## config.mk

```make
export PLATFORM = sky130hd
export DESIGN_NAME = serial_add_ctrl
export DESIGN_NICKNAME = d
export VERILOG_FILES = /design/src/rtl/serial_add_pkg.sv /design/src/rtl/sa_fa_bit.sv /design/src/rtl/serial_add_ctrl.sv
export SDC_FILE = /design/constraint.sdc
export NUM_CORES = 1
export LEC_CHECK = 0
export ABC_CLOCK_PERIOD_IN_PS = 1900
export CAP_MARGIN = 20
export CORE_AREA = 4 4 83 62
export CTS_BUF_LIST = sky130_fd_sc_hd__clkbuf_8 sky130_fd_sc_hd__clkbuf_16
export DETAILED_ROUTE_END_ITERATION = 10
export DIE_AREA = 0 0 87 66
export SLEW_MARGIN = 20
export SYNTH_ARGS = -nofsm -noshare
export SYNTH_HDL_FRONTEND = slang
export SYNTH_SLANG_ARGS = --single-unit
```

## constraint.sdc

```tcl
create_clock -name CLK -period 1.9 [get_ports CLK]
set_input_delay 0.285 -clock CLK [delete_from_list [all_inputs] [get_ports CLK]]
set_output_delay 0.285 -clock CLK [all_outputs]
set_load 0.01 [all_outputs]
```

## src/rtl/serial_add_pkg.sv

```systemverilog
// Shared types and defaults for the bit-serial adder controller.
package serial_add_pkg;

    localparam int SA_DEFAULT_WIDTH = 8;

    typedef enum logic [1:0] {
        IDLE  = 2'd0,
        SHIFT = 2'd1,
        DONE  = 2'd2
    } state_t;

endpackage

```

## src/rtl/sa_fa_bit.sv

```systemverilog
// One-bit full adder built from two half-add stages and an OR.
module sa_fa_bit (
    input  logic a_i,
    input  logic b_i,
    input  logic c_i,
    output logic s_o,
    output logic co_o
);

    logic h1_s;
    logic h1_c;
    logic h2_c;

    // First half-add on the operand bits, second on the partial sum and carry-in
    always_comb begin
        h1_s = a_i ^ b_i;
        h1_c = a_i & b_i;
        s_o  = h1_s ^ c_i;
        h2_c = h1_s & c_i;
        co_o = h1_c | h2_c;
    end

endmodule

```

## src/rtl/serial_add_ctrl.sv

```systemverilog
// Bit-serial adder: accepts an operand pair, adds one bit per cycle LSB first,
// then holds the result under valid/ready backpressure.
module serial_add_ctrl
    import serial_add_pkg::*;
#(
    parameter int WIDTH = SA_DEFAULT_WIDTH
) (
    input  logic             CLK,
    input  logic             RST,
    input  logic             IN_VALID,
    output logic             IN_READY,
    input  logic [WIDTH-1:0] A,
    input  logic [WIDTH-1:0] B,
    input  logic             CIN,
    output logic             OUT_VALID,
    input  logic             OUT_READY,
    output logic [WIDTH-1:0] SUM,
    output logic             COUT,
    output logic             BUSY
);

    localparam int unsigned   CW       = $clog2(WIDTH);
    localparam logic [CW-1:0] LAST_BIT = CW'(WIDTH - 1);

    state_t           state_q, state_d;
    logic [WIDTH-1:0] a_q, a_d;
    logic [WIDTH-1:0] b_q, b_d;
    logic [WIDTH-1:0] sum_q, sum_d;
    logic             carry_q, carry_d;
    logic [CW-1:0]    cnt_q, cnt_d;
    logic [CW-1:0]    cnt_inc;
    logic             fa_s;
    logic             fa_co;
    logic             accept;

    sa_fa_bit u_fa (
        .a_i  (a_q[0]),
        .b_i  (b_q[0]),
        .c_i  (carry_q),
        .s_o  (fa_s),
        .co_o (fa_co)
    );

    // Handshake and status outputs decoded from the current state
    always_comb begin
        IN_READY  = (state_q == IDLE) || ((state_q == DONE) && OUT_READY);
        OUT_VALID = (state_q == DONE);
        BUSY      = (state_q == SHIFT);
        SUM       = sum_q;
        COUT      = carry_q;
        accept    = IN_VALID && IN_READY;
    end

    // Ripple incrementer for the bit counter, kept gate-level so the block has no adder operator
    always_comb begin
        logic ripple;
        cnt_inc = '0;
        ripple  = 1'b1;
        for (int unsigned i = 0; i < CW; i++) begin
            cnt_inc[i] = cnt_q[i] ^ ripple;
            ripple     = ripple & cnt_q[i];
        end
    end

    // Next-state and datapath: load on accept, one full-add per SHIFT cycle, hold in DONE
    always_comb begin
        state_d = state_q;
        a_d     = a_q;
        b_d     = b_q;
        sum_d   = sum_q;
        carry_d = carry_q;
        cnt_d   = cnt_q;
        case (state_q)
            SHIFT: begin
                a_d     = {1'b0, a_q[WIDTH-1:1]};
                b_d     = {1'b0, b_q[WIDTH-1:1]};
                sum_d   = {fa_s, sum_q[WIDTH-1:1]};
                carry_d = fa_co;
                cnt_d   = cnt_inc;
                if (cnt_q == LAST_BIT) begin
                    state_d = DONE;
                end
            end
            DONE: begin
                if (OUT_READY && !IN_VALID) begin
                    state_d = IDLE;
                end
            end
            default: begin
                state_d = state_q;
            end
        endcase
        // Accept overrides the per-state behaviour in IDLE and in DONE (retire + reload)
        if (accept) begin
            a_d     = A;
            b_d     = B;
            carry_d = CIN;
            cnt_d   = '0;
            state_d = SHIFT;
        end
    end

    // State and datapath registers with asynchronous clear
    always_ff @(posedge CLK or posedge RST) begin
        if (RST) begin
            state_q <= IDLE;
            a_q     <= '0;
            b_q     <= '0;
            sum_q   <= '0;
            carry_q <= 1'b0;
            cnt_q   <= '0;
        end else begin
            state_q <= state_d;
            a_q     <= a_d;
            b_q     <= b_d;
            sum_q   <= sum_d;
            carry_q <= carry_d;
            cnt_q   <= cnt_d;
        end
    end

endmodule

```

; ---- Word level (Yosys, flattened, before mapping)
; Index checks and enable logic that the tools add are counted.
; Widths: inputs -> output; s select.
[op_classes]
n_addsub = 0
multipliers = 0
div_mod_pow = 0
n_lt_le_gt_ge = 0
n_eq_ne = 5
shift = 0
muxes = 12
n_bitwise = 9
reduce_logical = 9
[op_table]
columns = operator, n
row1 = $mux 8, 4
row2 = $mux 2, 3
row3 = $mux 3, 2
row4 = $ne 3x1->1 const B, 2
row5 = $pmux 2 s2, 1
row6 = $xor 1x1->1, 4
row7 = $and 1x1->1, 3
row8 = $eq 3x3->1 const B, 1
row9 = $logic_and 1x1->1, 3
row10 = $reduce_and 3->1, 1
row11 = $reduce_bool 3->1, 1
row12 = $eq 2x1->1 const B, 1
row13 = $eq 2x2->1 const B, 1
row14 = $logic_not 2->1, 1
row15 = $mux 1, 2
row16 = $reduce_bool 2->1, 1
row17 = $logic_not 1->1, 1
row18 = $logic_or 1x1->1, 1
row19 = $not 1->1, 1
row20 = $or 1x1->1, 1
[totals]
regBits = 30
latchBits = 0
mem_bits_rw = 0
mem_bits_ro = 0
in_bits = 21
out_inout_bits = 12
word_cells = 41
memories = 0

; ---- Longest topological paths before layout
[logic_depth]
ltp_word = 6
ltp_mapped = 7
mapped_depth_nobuf = 5

; ---- By module
; From an unflattened synthesis, not the netlist that was laid out.
[unflattened]
cells_unflattened = 126
hier_area_um2 = 1460.2
[modules_own_cells]
columns = module, n_inst, cells_each, area_each_um2, seq_area_each_um2
row1 = serial_add_ctrl, 1, 125, 1440.1, 750.7
row2 = sa_fa_bit, 1, 1, 20.0, 0.0

; ---- Least setup slack after synthesis
; No wires, ideal clock.
[synth_timing]
kind = reg-to-reg
from = reg state_q[1]
to = reg sum_q[0] (netlist: SUM[0])
setup_time_ps = 125
t_arrival_ps = 1414
t_required_ps = 1775
setup_slack_ps = 361
stages_incl_launch_ff = 6
path_buffers = 2
synth_period_minus_slack_ps = 1539
cell_sequence = dfrtp_1 inv_1 ha_1 buf_2 buf_4 mux2_2
[synth_between]
elab_chain_len = 1
[synth_rtl]
columns = element, line
row1 = from (decl), serial_add_ctrl.sv:25  ; state_t state_q, state_d;
row2 = from (signal assigned), serial_add_ctrl.sv:113  ; state_q <= state_d;
row3 = $eq 2x1->1, n/a
row4 = net BUSY, serial_add_ctrl.sv:19  ; output logic BUSY
row5 = to (signal assigned), serial_add_ctrl.sv:116  ; sum_q <= sum_d;
row6 = to (decl), serial_add_ctrl.sv:28  ; logic [WIDTH-1:0] sum_q, sum_d;
; The timed path passes the listed nets, and every way through them passes these cells.
; A chain may end at the register's enable or synchronous reset.

; ---- Final worst setup path
[layout_timing]
from = reg state_q[0]
to = out IN_READY
[layout_between]
elab_chain_len = 3
word_cells_on_any_way = 4
[layout_rtl]
columns = element, line
row1 = $eq 2x2->1, serial_add_ctrl.sv:46  ; IN_READY = (state_q == IDLE) || ((state_q == DONE) && OUT_READY);
row2 = $logic_and 1x1->1, serial_add_ctrl.sv:46
row3 = $logic_or 1x1->1 *, serial_add_ctrl.sv:46
row4 = to (decl), serial_add_ctrl.sv:11  ; output logic IN_READY,
; Every way passes the cells marked *; elsewhere a longest branch is shown, timed or not.

==> run_results.csv <==
group,metric,value,unit
run_status,outcome,"finished, final reports clean",
global_routing,grt_usage,11.5,%
route,route.detailed.drc,0,
global_routing,grt_pass1_vias,1129,
route,num_vias,1028,
cells_and_area,layout-drive-gt1-share,15.4,%
critical_path,setup.worst_path.class,"flop to primary output",
critical_path,path_max_fanout,5,
sta,fin_ws,0.163,ns
floorplan,pin_count,33,
critical_path,worstSetupEndpointType,"primary output",
critical_path,path_cells,"inv_2 > ha_2 > a21o_1 > dlygate4sd2_1",
clock_tree,cts_tree,"yes",
synthesis,synth_seq_cells,30,
route,drt_iter0_drc,60,
critical_path,crit_buf_inv,2,
power_and_ir_drop,vdd_ir_drop_max,0.000769,V
synthesis,synth_top_area_share,51.5,%
clock_tree,cts_root_buffer,"clkbuf_8",
floorplan,num_rows,20,
global_routing,antenna_found_initial,0,
floorplan,die_area,0.00574,sq mm
placed_design,dp_cells,209,
sta,fin_crit,1.74,ns
synthesis,synth_fp_nets,154,
floorplan,initial_utilization,34.1,%
flow_run,drv_cap,0,
sta,rsz0062_at_grt,"false",
clock_tree,htreeDepth,2,
critical_path,slowest_delay,0.41,ns
clock_tree,cts_inserted_buffers,5,
cells_and_area,finalNonFillerCells,217,
clock_tree,cts.path.max_buffers,2,
sta,hold_ws,0.386,ns
synthesis,synth_top_area_cell,"dfrtp_1",
route,viasPerCell,4.74,
synthesis,synth_top_cells_by_area,"dfrtp_1 51%, mux2i_1 12%, mux2_2 6.2%",
sta,fmax,576,MHz
sta,hold_viol,0,
placed_design,gp_congestion,0.698,
route,dr.pass1.iters,4,
power_and_ir_drop,p_leak,0.846,nW
cells_and_area,syn_to_final_growth,32.8,%
sta,setup_viol,0,
cells_and_area,final_area,0.00194,sq mm
route,drtAntennaViolNets,0,
synthesis,synth_cell_types,26,
global_routing,grt_pass1_wl,5040,um
global_routing,overflow,0,
critical_path,arrival,1.45,ns
critical_path,slowest_stage,"dfrtp_1",
cells_and_area,final_common_cell,"dfrtp_1",
floorplan,fp.dieH,66,um
clock_tree,path_clk_slew,0.07,ns
cells_and_area,final_cell_mix,"30 x dfrtp_1, 29 x clkdlybuf4s50_1, 17 x mux2i_1, 17 x nand3_1, 17 x o21ai_0",
floorplan,core_area,0.00428,sq mm
placed_design,portBuffers,32,
placed_design,dp_slack,-0.00585,ns
cells_and_area,nets,189,
clock_tree,cts.sinks,30,
power_and_ir_drop,cellPowerDensity,1590,mW/mm^2
sta,worst_pin_slew,0.379,ns
synthesis,yosysWarnings,0,
placed_design,dpl.hpwl,2180,um
sta,slew_violations,0,
min_path,worstHoldPathType,"primary input to asynchronous set/reset pin",
synthesis,ys_seq_area_share,51.5,%
cells_and_area,fillCellCount,404,
route,wl_per_cell,13.5,um
clock_tree,post-cts-setup-buffers,0,
global_routing,grt_max_degree,31,
synthesis,synth_area,0.00146,sq mm
floorplan,dieWidth,87,um
route,wl,2920,um
critical_path,required,1.62,ns
sta,slew_headroom,74.8,%
sta,clock_skew,0.00553,ns
synthesis,netlist_instances,126,
placed_design,dpl_cell_area,0.00184,sq mm
critical_path,startpoint_type,"flop",
cells_and_area,antenna_cells,0,
sta,fin_crit_sh,91.4,%
cells_and_area,fin_util,45.3,%
critical_path,critPathTopFamily,"flip-flops",
clock_tree,clk-insertion-delay-late,0.28,ns
synthesis,syn_area_per_cell,11.6,sq um
-- synthesized netlist by cell type --
cell / count
a211oi_1: 1
a21o_1: 1
and2_1: 1
buf_2: 2
buf_4: 3
buf_6: 1
clkbuf_1: 2
clkbuf_2: 1
dfrtp_1: 30
fa_1: 1
ha_1: 6
inv_1: 5
mux2_2: 8
mux2i_1: 17
nand2_1: 1
nand2b_1: 2
nand2b_4: 1
nand3_1: 17
nor2_1: 3
nor2b_1: 1
nor3_1: 1
o21ai_0: 17
o221a_2: 1
o22ai_1: 1
or4_1: 1
xnor2_1: 1
-- where the power goes --
part / internal (mW) / switching (mW) / total [mW]
Clock: 0.286 / 0.231 / 0.517
Sequential: 0.954 / 0.193 / 1.15
Combinational: 0.762 / 0.664 / 1.43
-- tightest hold or removal path, stage by stage --
cell,delay [ns]
clkdlybuf4s50_1,0.40
inv_1,0.05
buf_4,0.34
-- repair_timing --
action / in CTS / in global routing
setup endpoints to repair: 3 / 21
resized for setup: 3 / 3
hold buffers: 0 / 0
-- layer usage --
layer | routed length, um | part of all wire, % | vias up | track usage (%)
li1 | - | - | 513 | -
met1 | 1190 | 41 | 489 | 13.2
met2 | 1530 | 52 | 22 | 19.7
met3 | 162 | 5.5 | 4 | 3.86
met4 | 30 | 1.0 | 0 | 4.86
met5 | 0 | 0 | - | 0
-- path summary, 6_finish.rpt --
check,from,cells past startpoint,slack (ns),endpoint
worst max-delay path,state_q[0]$_DFFE_PP0P_,4,0.16,IN_READY
worst min-delay path,RST,3,0.39,SUM[5]$_DFFE_PP0P_
worst max register to register,state_q[0]$_DFFE_PP0P_,6,0.35,state_q[1]$_DFFE_PP0P_
worst min register to register,SUM[0]$_DFFE_PP0P_,1,0.51,SUM[0]$_DFFE_PP0P_
max in group asynchronous,RST,3,1.24,b_q[3]$_DFFE_PP0P_
min in group CLK,SUM[0]$_DFFE_PP0P_,1,0.51,SUM[0]$_DFFE_PP0P_
-- kinds of logic (layout without fill, tap and decap cells) --
group	after synthesis	in the layout	synth area share, %
compound gates	21	21	8.06
buf+inv	14	50	5.15
xor+xnor	1	1	0.600
mux	25	25	17.8
flops	30	30	51.5
fa+ha+maj	7	7	6.52
simple gates	28	28	10.4
-- state kept, by name, indices dropped and copies added (netlist names) --
register and cells:
cnt_q 3, a_q 8, SUM 8, b_q 8
state_q 2, COUT 1
-- stage by stage --
step,power (mW),setup TNS (ns)
after floorplan,2.08,0
after global placement,2.55,0
after detailed placement,2.63,-0.00585
after CTS,3.15,0
after global routing,3.37,0
final,3.09,0
-- area by class of cell --
cell class	count	area, sq um	area share [%]
sequential	30	751	38.8
multi-input combinational	82	637	32.9
timing repair buffer	37	370	19.1
clock buffer	6	82.6	4.26
tap	55	68.8	3.55
inverter	5	18.8	0.969
clock inverter	2	8.76	0.452
(Power assumes the default switching activity.)
